--- src/rtl/prim_esc_pkg.sv ---
// Shared types and helpers for the escalation sender array.
package prim_esc_pkg;

  typedef enum logic [1:0] {
    Idle  = 2'b00,
    EscHi = 2'b01,
    EscLo = 2'b10,
    Ping  = 2'b11
  } esc_state_e;

  localparam int unsigned PingLenDefault = 4;
  localparam int unsigned PingCntWDefault = $clog2(PingLenDefault);

  // Ping counter width; never narrower than one bit.
  function automatic int unsigned ping_cnt_w(int unsigned ping_len);
    return (ping_len > 2) ? $clog2(ping_len) : 1;
  endfunction

endpackage

--- src/rtl/prim_esc_sender_array_if.sv ---
// Escalation sender array bundle: timer-side requests plus the diff wire pairs.
interface prim_esc_sender_array_if #(
  parameter int unsigned N = 4
);
  logic [N-1:0] ping_en_i;
  logic [N-1:0] esc_en_i;
  logic [N-1:0] esc_rx_p_i;
  logic [N-1:0] esc_rx_n_i;
  logic [N-1:0] clr_sticky_i;
  logic [N-1:0] esc_tx_p_o;
  logic [N-1:0] esc_tx_n_o;
  logic [N-1:0] ping_ok_o;
  logic [N-1:0] integ_fail_o;
  logic [N-1:0] integ_fail_sticky_o;

  modport master (
    output ping_en_i, esc_en_i, esc_rx_p_i, esc_rx_n_i, clr_sticky_i,
    input  esc_tx_p_o, esc_tx_n_o, ping_ok_o, integ_fail_o, integ_fail_sticky_o
  );

  modport slave (
    input  ping_en_i, esc_en_i, esc_rx_p_i, esc_rx_n_i, clr_sticky_i,
    output esc_tx_p_o, esc_tx_n_o, ping_ok_o, integ_fail_o, integ_fail_sticky_o
  );
endinterface

--- src/rtl/prim_esc_sender_chan.sv ---
// One escalation sender channel: FSM, request delay flops, sticky fail bit, tx encode.
module prim_esc_sender_chan
  import prim_esc_pkg::*;
#(
  parameter int unsigned PingLen = 4
) (
  input  logic clk_i,
  input  logic rst_i,
  input  logic ping_en_i,
  input  logic esc_en_i,
  input  logic esc_rx_p_i,
  input  logic esc_rx_n_i,
  input  logic clr_sticky_i,
  output logic esc_tx_p_o,
  output logic esc_tx_n_o,
  output logic ping_ok_o,
  output logic integ_fail_o,
  output logic integ_fail_sticky_o
);

  localparam int unsigned CntW = ping_cnt_w(PingLen);
  localparam logic [CntW-1:0] CntMax = CntW'(PingLen - 1);

  if ((PingLen < 2) || ((PingLen % 2) != 0)) begin : gen_bad_ping_len
    $error("PingLen must be even and >= 2");
  end

  esc_state_e      state_d, state_q;
  logic [CntW-1:0] cnt_d, cnt_q;
  logic            esc_en_q, esc_en_q1, ping_en_q;
  logic            sticky_d, sticky_q;
  logic            resp, sigint, ping_exp;
  logic            integ_fail, ping_ok;

  assign resp     = esc_rx_p_i;
  assign sigint   = (esc_rx_p_i == esc_rx_n_i);
  // Receiver answers 1 on even check cycles, 0 on odd ones.
  assign ping_exp = ~cnt_q[0];

  // Next-state and raw fail/ok decode.
  always_comb begin
    state_d    = state_q;
    cnt_d      = '0;
    integ_fail = sigint;
    ping_ok    = 1'b0;
    case (state_q)
      Idle: begin
        if (esc_en_i) begin
          state_d = EscHi;
        end else if (ping_en_i) begin
          state_d = Ping;
        end
        if (resp) integ_fail = 1'b1;
      end
      EscHi: begin
        if (esc_en_i && resp) begin
          state_d = EscLo;
        end else begin
          state_d    = Idle;
          integ_fail = sigint | ~resp;
        end
      end
      EscLo: begin
        if (esc_en_i && !resp) begin
          state_d = EscHi;
        end else begin
          state_d    = Idle;
          integ_fail = sigint | resp;
        end
      end
      Ping: begin
        if (esc_en_i) begin
          state_d = ping_exp ? EscLo : EscHi;
        end else if (resp != ping_exp) begin
          state_d    = Idle;
          integ_fail = 1'b1;
        end else if (cnt_q < CntMax) begin
          cnt_d = cnt_q + CntW'(1);
        end else begin
          state_d = Idle;
          ping_ok = ping_en_i;
        end
      end
      default: state_d = Idle;
    endcase

    // Keep the ping timer happy while an escalation is in flight.
    if ((esc_en_i | esc_en_q | esc_en_q1) & ping_en_i) ping_ok = 1'b1;

    // A collapsed diff pair invalidates everything else.
    if (sigint) begin
      ping_ok = 1'b0;
      state_d = Idle;
      cnt_d   = '0;
    end
  end

  assign ping_ok_o    = ping_ok & ~rst_i;
  assign integ_fail_o = integ_fail & ~rst_i;

  // Escalation level bypasses reset so a request is never masked.
  assign esc_tx_p_o = rst_i ? esc_en_i : (esc_en_i | esc_en_q | (ping_en_i & ~ping_en_q));
  assign esc_tx_n_o = ~esc_tx_p_o;

  // Failure wins over clear in the same cycle.
  assign sticky_d            = clr_sticky_i ? integ_fail_o : (sticky_q | integ_fail_o);
  assign integ_fail_sticky_o = sticky_q;

  // State, counter, delay and sticky registers.
  always_ff @(posedge clk_i or posedge rst_i) begin
    if (rst_i) begin
      state_q   <= Idle;
      cnt_q     <= '0;
      esc_en_q  <= 1'b0;
      esc_en_q1 <= 1'b0;
      ping_en_q <= 1'b0;
      sticky_q  <= 1'b0;
    end else begin
      state_q   <= state_d;
      cnt_q     <= cnt_d;
      esc_en_q  <= esc_en_i;
      esc_en_q1 <= esc_en_q;
      ping_en_q <= ping_en_i;
      sticky_q  <= sticky_d;
    end
  end

endmodule

--- src/rtl/prim_esc_sender_array.sv ---
// N independent escalation sender channels behind one interface bundle.
module prim_esc_sender_array
  import prim_esc_pkg::*;
#(
  parameter int unsigned N       = 4,
  parameter int unsigned PingLen = PingLenDefault
) (
  input logic                    clk_i,
  input logic                    rst_i,
  prim_esc_sender_array_if.slave bus
);

  if (N < 1) begin : gen_bad_n
    $error("N must be >= 1");
  end

  logic [N-1:0] tx_p, tx_n, ok, fail, sticky;

  for (genvar c = 0; c < N; c++) begin : gen_chan
    prim_esc_sender_chan #(
      .PingLen(PingLen)
    ) u_chan (
      .clk_i              (clk_i),
      .rst_i              (rst_i),
      .ping_en_i          (bus.ping_en_i[c]),
      .esc_en_i           (bus.esc_en_i[c]),
      .esc_rx_p_i         (bus.esc_rx_p_i[c]),
      .esc_rx_n_i         (bus.esc_rx_n_i[c]),
      .clr_sticky_i       (bus.clr_sticky_i[c]),
      .esc_tx_p_o         (tx_p[c]),
      .esc_tx_n_o         (tx_n[c]),
      .ping_ok_o          (ok[c]),
      .integ_fail_o       (fail[c]),
      .integ_fail_sticky_o(sticky[c])
    );
  end

  assign bus.esc_tx_p_o          = tx_p;
  assign bus.esc_tx_n_o          = tx_n;
  assign bus.ping_ok_o           = ok;
  assign bus.integ_fail_o        = fail;
  assign bus.integ_fail_sticky_o = sticky;

endmodule
--- src/flat_wrapper.sv ---
// flat-port wrapper written by rule: the top's interface ports become plain ports
module prim_esc_sender_array_flat import prim_esc_pkg::*;
#(
  parameter int unsigned N       = 4,
  parameter int unsigned PingLen = PingLenDefault
)
  (clk_i, rst_i, bus_ping_en_i, bus_esc_en_i, bus_esc_rx_p_i, bus_esc_rx_n_i, bus_clr_sticky_i, bus_esc_tx_p_o, bus_esc_tx_n_o, bus_ping_ok_o, bus_integ_fail_o, bus_integ_fail_sticky_o);
  prim_esc_sender_array_if #(.N(N)) bus_i ();
  input logic clk_i;
  input logic rst_i;
  input wire logic [$bits(bus_i.ping_en_i)-1:0] bus_ping_en_i;
  input wire logic [$bits(bus_i.esc_en_i)-1:0] bus_esc_en_i;
  input wire logic [$bits(bus_i.esc_rx_p_i)-1:0] bus_esc_rx_p_i;
  input wire logic [$bits(bus_i.esc_rx_n_i)-1:0] bus_esc_rx_n_i;
  input wire logic [$bits(bus_i.clr_sticky_i)-1:0] bus_clr_sticky_i;
  output wire logic [$bits(bus_i.esc_tx_p_o)-1:0] bus_esc_tx_p_o;
  output wire logic [$bits(bus_i.esc_tx_n_o)-1:0] bus_esc_tx_n_o;
  output wire logic [$bits(bus_i.ping_ok_o)-1:0] bus_ping_ok_o;
  output wire logic [$bits(bus_i.integ_fail_o)-1:0] bus_integ_fail_o;
  output wire logic [$bits(bus_i.integ_fail_sticky_o)-1:0] bus_integ_fail_sticky_o;
  assign bus_i.ping_en_i = bus_ping_en_i;
  assign bus_i.esc_en_i = bus_esc_en_i;
  assign bus_i.esc_rx_p_i = bus_esc_rx_p_i;
  assign bus_i.esc_rx_n_i = bus_esc_rx_n_i;
  assign bus_i.clr_sticky_i = bus_clr_sticky_i;
  assign bus_esc_tx_p_o = bus_i.esc_tx_p_o;
  assign bus_esc_tx_n_o = bus_i.esc_tx_n_o;
  assign bus_ping_ok_o = bus_i.ping_ok_o;
  assign bus_integ_fail_o = bus_i.integ_fail_o;
  assign bus_integ_fail_sticky_o = bus_i.integ_fail_sticky_o;
  prim_esc_sender_array #(.N(N), .PingLen(PingLen)) u_core (.clk_i(clk_i), .rst_i(rst_i), .bus(bus_i));
endmodule
--- config.mk ---
export PLATFORM = sky130hd
export DESIGN_NAME = prim_esc_sender_array_flat
export DESIGN_NICKNAME = d
export VERILOG_FILES = /design/src/rtl/prim_esc_pkg.sv /design/src/rtl/prim_esc_sender_array_if.sv /design/src/rtl/prim_esc_sender_chan.sv /design/src/rtl/prim_esc_sender_array.sv /design/src/flat_wrapper.sv
export SDC_FILE = /design/constraint.sdc
export NUM_CORES = 1
export LEC_CHECK = 0
export BUFFER_PORTS_ARGS = -buffer_cell sky130_fd_sc_hd__buf_2
export CAP_MARGIN = 20
export CORE_MARGIN = 1
export CORE_UTILIZATION = 50
export CTS_CLUSTER_DIAMETER = 40
export DETAILED_ROUTE_END_ITERATION = 7
export PLACE_DENSITY = 0.74
export SLEW_MARGIN = 10
export SYNTH_ARGS = -nofsm -noshare
export SYNTH_HDL_FRONTEND = slang
export SYNTH_HIERARCHICAL = 1
export SYNTH_SLANG_ARGS = --single-unit
--- constraint.sdc ---
create_clock -name clk_i -period 1.6 [get_ports clk_i]
set_input_delay 0.24 -clock clk_i [delete_from_list [all_inputs] [get_ports clk_i]]
set_output_delay 0.24 -clock clk_i [all_outputs]
set_load 0.05 [all_outputs]
==> reports/results.tsv, run 1 <==
stage	metric	value	unit
synth	synth_edf_count	0	
status	violations	negative setup slack	
synth	ys.flop_type	dfrtp_1	
cts	worstSkewPairLatency	0.28	ns
sta	fin_skew	0.00387	ns
worst_setup_path	cp.buffers_inverters	2	
synth	synthesis.area	2000	sq um
drt	drc_errors	0	
cts	cts_root_buf	clkbuf_8	
sta	maxSlewViolCount	0	
worst_setup_path	endpoint_kind	output port	
drt	final_antenna_net_count	0	
final_layout	antenna_cells	0	
worst_setup_path	r2r-end	u_core/gen_chan[3].u_chan/state_q[0]	
sta	max_freq	0.495	GHz
synth	syn-num-nets	222	
global_routing	grt_pass1_wl	6.96	mm
worst_setup_path	crit_path_start	u_core/gen_chan[0].u_chan/cnt_q[0]	
synth	synth_seq_cells	32	
sta	setup_viol	8	
synth	yosys.area.top_type_share	40.1	%
synth	yosys_warnings	6	
sta	period_share	126	%
sta	layout_setup_ws	-0.420	ns
worst_setup_path	rrSetupSlack	0.21	ns
floorplan	ios	42	
global_routing	track_usage	21.5	%
synth	synth.avg_cell_area	10.9	sq um
drt	drt_wl_total	4.30	mm
worst_setup_path	critPathMaxFanout	3	
worst_setup_path	cpMaxStageDelayCell	dfrtp_1	
cts	postCtsHoldBufs	0	
cts	clk_pin_slew	0.07	ns
worst_hold_path	hold_path.class	primary input to flop	
sta	holdWs	0.105	ns
cts	ctsLongestPathBuffers	2	
worst_setup_path	cp_cell_sequence	inv_2 > ha_4 > and3b_4 > a2111oi_4 > nor4b_4 > buf_6	
power_and_ir_drop	powerDensity	879	nW/um^2
drt	wl_per_cell	14.2	microns
status	outcome	finished, violations left	
drt	vias_per_cell	5.31	
floorplan	die_w	65.2	microns
worst_setup_path	crit_end	bus_ping_ok_o[0]	
worst_setup_path	cp.required	1.36	ns
sta	rsz0062_at_grt	yes	
worst_setup_path	crit_type	flop to output port	
final_layout	nFillCells	273	
global_routing	grt_pass1_vias	1576	
worst_setup_path	rr_worst_depth	6	
sta	worst_slew_pin_slew	0.402	ns
synth	synth_area_leader_cell	dfrtp_1	
drt	vias	1610	
final_layout	drive_gt1_share	43.9	%
drt	dr.pass1.iters	4	
placed_design	routabilityCongestion	0.819	
cts	htree_levels	2	
power_and_ir_drop	ir_worst_vdd	789	uV
run	drv_cap	0	
global_routing	grt_overflow	0	
placed_design	dp_slack	-0.242	ns
floorplan	fp-row-count	22	
final_layout	nNetsFinal	292	
synth	synth_common_cells	32 x dfrtp_1, 24 x inv_1, 16 x ha_1, 16 x nor2_1, 12 x a21oi_1	
power_and_ir_drop	leakage	1.29	nW
final_layout	syn_to_final_growth	35.6	%
synth	synthDistinctLibCells	24	
global_routing	grt_max_degree	15	
floorplan	core	3740	sq um
worst_setup_path	reg2reg_from	u_core/gen_chan[3].u_chan/cnt_q[0]	
worst_setup_path	max_stage_delay	0.39	ns
sta	max_slew_margin	73.2	%
synth	async_flop_share	100	%
cts	numCtsBuffers	5	
synth	ys_seq_area_share	40.1	%
global_routing	antenna_found_initial	0	
worst_setup_path	crit_path_start_kind	flop	
cts	cts_tree	built	
worst_setup_path	cpLargestDelayFamily	simple AND/OR/NAND/NOR gates	
worst_setup_path	path_depth	6	
floorplan	die-area	4250	sq um
synth	yosysMostFrequentCell	dfrtp_1	
synth	netlist_top_cells_area	dfrtp_1 40%, ha_1 10%, a2111oi_4 5.5%, buf_6 4.5%, inv_1 4.5%	
drt	drt_iter0_drc	61	
sta	min_period	2.02	ns
floorplan	dieHeight	65.2	microns
worst_setup_path	cp_data_arrival_time	1.78	ns
placed_design	port_buffers	41	
sta	finalHoldViolCount	0	
placed_design	dp_hpwl	3.05	mm
floorplan	initial_core_util	53.3	%
cts	cts_num_sinks	32	
synth	syn-instance-count	184	
==> sequential cells by signal, summed over array words and instances, names as in the netlist <==
name                                        flops
u_core/gen_chan.u_chan/ping_en_q                4
u_core/gen_chan.u_chan/integ_fail_sticky_o      4
u_core/gen_chan.u_chan/cnt_q                    8
u_core/gen_chan.u_chan/state_q                  8
u_core/gen_chan.u_chan/esc_en_q1                4
u_core/gen_chan.u_chan/esc_en_q                 4
==> how the worst min path moves through the flow <==
stage / from / end / slack (ns) / cells after the start
floorplan: rst_i / u_core/gen_chan[0].u_chan/cnt_q[0] / 0.06 / 1
global placement: bus_ping_en_i[0] / u_core/gen_chan[0].u_chan/ping_en_q / 0.40 / 1
detailed placement: bus_ping_en_i[0] / u_core/gen_chan[0].u_chan/ping_en_q / 0.40 / 1
CTS: bus_ping_en_i[0] / u_core/gen_chan[0].u_chan/ping_en_q / 0.1 / 1
global route: bus_ping_en_i[0] / u_core/gen_chan[0].u_chan/ping_en_q / 0.09 / 1
finish: bus_ping_en_i[0] / u_core/gen_chan[0].u_chan/ping_en_q / 0.11 / 1
==> cells in the final DEF (no fill, tap or decap), drive strengths merged <==
cell type  Yosys  layout
and3b          4       4
mux2i          4       4
nand2          4       4
and4           4       4
o2111ai        4       4
a21oi         12      12
nor2b          4       4
nor3b          4       4
ha            16      16
and3           4       4
clkbuf         0       6
bufinv         0       1
o21ba          4       4
o221ai         4       4
o211ai         4       4
a2111oi        4       4
nor2          16      16
buf            8      71
o31ai          4       4
nand3b         8       8
clkinv         0       1
inv           24      24
dfrtp         32      32
a31oi          4       4
nor4b          4       4
o21ai          4       4
o21bai         4       4
==> final cells by class <==
class	count	area, sq um	area share (%)
tap	48	60.1	2.22
multi-input combinational	120	1160	42.7
sequential	32	801	29.6
inverter	24	90.1	3.33
clock inverter	2	35.0	1.29
clock buffer	6	72.6	2.68
timing repair buffer	71	493	18.2
==> metrics by stage <==
stage               total power [mW]  area, sq um  util [%]  std cells  setup TNS (ns)
floorplan                       1.41         2050         -        184           -1.22
global placement                1.58         2430      64.9        291           -1.08
detailed placement              1.59         2430      64.9        291           -1.15
CTS                             2.39         2660      70.9        302           -2.52
global route                    2.51         2710      72.3        303           -2.86
finish                          2.38         2710      72.3        303           -2.25
==> metal layers <==
layer,up-vias,track usage (%),share of wire (%)
met1,757,28.2,47
met5,-,0,0
met3,6,5.21,4.1
li1,805,-,-
met4,0,6.52,0.98
met2,42,34.9,48
==> what timing repair did <==
action | 4_1_cts | 5_1_grt
setup buffers | 3 | 1
setup endpoints to repair | 8 | 8
resized for setup | 23 | 10
hold endpoints to repair | 0 | 0
pin swaps | 5 | 3
==> report_power, final <==
part / total [mW] / internal, mW / switching (mW)
Combinational: 0.728 / 0.273 / 0.455
Clock: 0.749 / 0.462 / 0.288
Sequential: 0.903 / 0.868 / 0.0358
Total: 2.38 / 1.60 / 0.778
==> cells by family after synthesis <==
kind of cell / after synthesis / share of synthesized area, %
adder cells (fa/ha/maj): 16 / 10.0
AO/OA/AOI/OAI: 48 / 20.8
flip-flops: 32 / 40.1
multiplexers: 4 / 2.01
AND/OR/NAND/NOR: 52 / 18.0
buffers and inverters: 32 / 9.02
Power figures use the tool's default switching activity.
==> run 2: changes to the inputs <==
--- a/config.mk
+++ b/config.mk
@@ -7,6 +7,7 @@
 export LEC_CHECK = 0
 export BUFFER_PORTS_ARGS = -buffer_cell sky130_fd_sc_hd__buf_2
 export CAP_MARGIN = 20
+export CORE_ASPECT_RATIO = 0.6
 export CORE_MARGIN = 1
 export CORE_UTILIZATION = 50
 export CTS_CLUSTER_DIAMETER = 40
==> reports/results.tsv, run 2 (synthesis gave the netlist of run 1 again) <==
stage	metric	value	unit	change
worst_hold_path	hold_path.class	primary input to async pin		was primary input to flop
power_and_ir_drop	leakage	1.33	nW	was 1.29 nW
final_layout	syn_to_final_growth	38.9	%	was 35.6%
final_layout	antenna_cells	0		unchanged
worst_setup_path	crit_type	flop to output port		unchanged
global_routing	grt_overflow	0		unchanged
worst_setup_path	cp.required	1.36	ns	about the same
worst_setup_path	max_stage_delay	0.39	ns	about the same
final_layout	mostFrequentLayoutCell	buf_4		was buf_2
power_and_ir_drop	total_power	2.43	mW	was 2.38 mW
worst_setup_path	cpMaxStageDelayCell	dfrtp_1		unchanged
drt	final_antenna_net_count	0		unchanged
global_routing	track_usage	24.9	%	was 21.5%
final_layout	nNetsFinal	299		was 292
status	outcome	finished, violations left		unchanged
sta	setup_viol	8		unchanged
sta	worst_slew_pin_slew	0.322	ns	was 0.402 ns
drt	drt_iter0_drc	55		was 61
worst_setup_path	reg2reg_from	u_core/gen_chan[3].u_chan/cnt_q[0]		unchanged
worst_setup_path	crit_end	bus_ping_ok_o[1]		was bus_ping_ok_o[0]
drt	drc_errors	0		unchanged
global_routing	grt_max_degree	13		was 15
cts	cts_root_buf	clkbuf_8		unchanged
drt	vias_per_cell	5.49		was 5.31
floorplan	core	3740	sq um	unchanged
sta	finalHoldViolCount	0		unchanged
power_and_ir_drop	powerDensity	877	nW/um^2	was 879 nW/um^2
worst_setup_path	rr_worst_depth	6		unchanged
final_layout	top_regs	u_core/gen_chan.u_chan/cnt_q: 8 flops, u_core/gen_chan.u_chan/state_q: 8 flops		unchanged
sta	max_freq	0.494	GHz	was 0.495 GHz
floorplan	initial_core_util	53.3	%	unchanged
worst_setup_path	r2r-end	u_core/gen_chan[3].u_chan/state_q[1]		was u_core/gen_chan[3].u_chan/state_q[0]
sta	layout_setup_ws	-0.423	ns	was -0.420 ns
floorplan	ios	42		unchanged
cts	cts_num_sinks	32		unchanged
worst_setup_path	endpoint_kind	output port		unchanged
status	violations	negative setup slack		unchanged
sta	period_share	126	%	about the same
cts	cts_tree	built		unchanged
run	drv_cap	0		unchanged
final_layout	design_area	2770	sq um	was 2710 sq um
worst_setup_path	cp_cell_sequence	inv_2 > ha_4 > and3b_4 > a2111oi_4 > nor4b_4 > buf_6		unchanged
worst_setup_path	crit_path_start	u_core/gen_chan[1].u_chan/cnt_q[0]		was u_core/gen_chan[0].u_chan/cnt_q[0]
worst_setup_path	rrSetupSlack	0.19	ns	was 0.21 ns
floorplan	die_w	83.6	microns	was 65.2 microns
final_layout	final_core_util	74.1	%	was 72.3%
placed_design	dpl_cell_area	2460	sq um	was 2430 sq um
floorplan	dieHeight	51.0	microns	was 65.2 microns
global_routing	grt_pass1_vias	1663		was 1,576
sta	max_slew_margin	78.5	%	was 73.2%
cts	worstSkewPairLatency	0.29	ns	was 0.28 ns
sta	holdWs	0.0766	ns	was 0.105 ns
global_routing	antenna_found_initial	0		unchanged
worst_setup_path	critPathMaxFanout	2		was 3
sta	min_period	2.02	ns	about the same
drt	vias	1695		was 1,610
placed_design	place_inst	294		was 291
power_and_ir_drop	ir_worst_vdd	604	uV	was 789 uV
drt	drt_wl_total	4.80	mm	was 4.30 mm
drt	dr.pass1.iters	4		unchanged
cts	htree_levels	2		unchanged
final_layout	drive_gt1_share	46.6	%	was 43.9%
final_layout	layout.cells.non_filler	309		was 303
global_routing	grt_pass1_wl	8.09	mm	was 6.96 mm
placed_design	dp_hpwl	3.48	mm	was 3.05 mm
floorplan	die-area	4260	sq um	was 4250 sq um
sta	rsz0062_at_grt	yes		unchanged
sta	fin_skew	0.00621	ns	was 0.00387 ns
drt	wl_per_cell	15.5	microns	was 14.2 microns
worst_setup_path	crit_path_start_kind	flop		unchanged
final_layout	final_cell_mix	36 x buf_4, 32 x dfrtp_1, 31 x buf_2		was 33 x buf_2, 32 x dfrtp_1, 29 x buf_4
cts	numCtsBuffers	5		unchanged
worst_setup_path	cp_data_arrival_time	1.78	ns	about the same
cts	clk_pin_slew	0.07	ns	about the same
placed_design	port_buffers	41		unchanged
cts	ctsLongestPathBuffers	2		unchanged
placed_design	routabilityCongestion	0.819		about the same
floorplan	fp-row-count	17		was 22
sta	maxSlewViolCount	0		unchanged
[run 2: worst max-delay path: cells and delay by family (launching register included)]
family / cells / cell delay (ns)
compound gates: 1 / 0.08
fa+ha+maj: 1 / 0.20
buf+inv: 2 / 0.27
flops: 1 / 0.39
simple gates: 2 / 0.55
[run 2: cell type report]
class	instances	area, sq um
Inverter	24	90.1
Tap cell	47	58.8
Timing Repair Buffer	78	551
Clock inverter	2	35.0
Fill cell	256	970
Multi-Input combinational cell	120	1170
Sequential cell	32	801
Clock buffer	6	72.6
[run 2: worst min-delay path by stage]
stage | endpoint | slack [ns] | cells after the start | startpoint
finish | u_core/gen_chan[0].u_chan/cnt_q[1] | 0.08 | 3 | rst_i
CTS | u_core/gen_chan[0].u_chan/integ_fail_sticky_o | 0.07 | 3 | rst_i
global route | u_core/gen_chan[0].u_chan/cnt_q[1] | 0.09 | 3 | rst_i
detailed placement | u_core/gen_chan[0].u_chan/cnt_q[0] | 0.36 | 3 | rst_i
floorplan | u_core/gen_chan[0].u_chan/cnt_q[0] | 0.06 | 1 | rst_i
global placement | u_core/gen_chan[0].u_chan/cnt_q[0] | 0.34 | 3 | rst_i
[run 2: through the flow]
step / worst slack (ns) / setup TNS (ns)
2_1_floorplan: -0.304 / -1.22
3_3_place_gp: -0.229 / -1.08
3_5_place_dp: -0.236 / -1.25
4_1_cts: -0.472 / -2.47
5_1_grt: -0.498 / -2.84
6_report: -0.423 / -2.30
[run 2: layer usage]
layer | routed length, microns | share of wire (%) | global-route usage [%]
met5 | 0 | 0 | 0
met4 | 99 | 2.1 | 11.0
met3 | 202 | 4.2 | 5.49
met2 | 2050 | 43 | 35.4
met1 | 2460 | 51 | 36.4
[run 2: repair_timing]
item | 4_1_cts | 5_1_grt
gates resized for setup | 31 | 6
endpoints found under the setup margin | 8 | 11
cloned | 0 | 0
buffers inserted | 4 | 3
hold buffers | 0 | 0
pin swaps | 9 | 6
[run 2: where the power goes]
group          internal [mW]  switching (mW)
sequential             0.867          0.0392
clock                  0.462           0.308
combinational          0.284           0.471
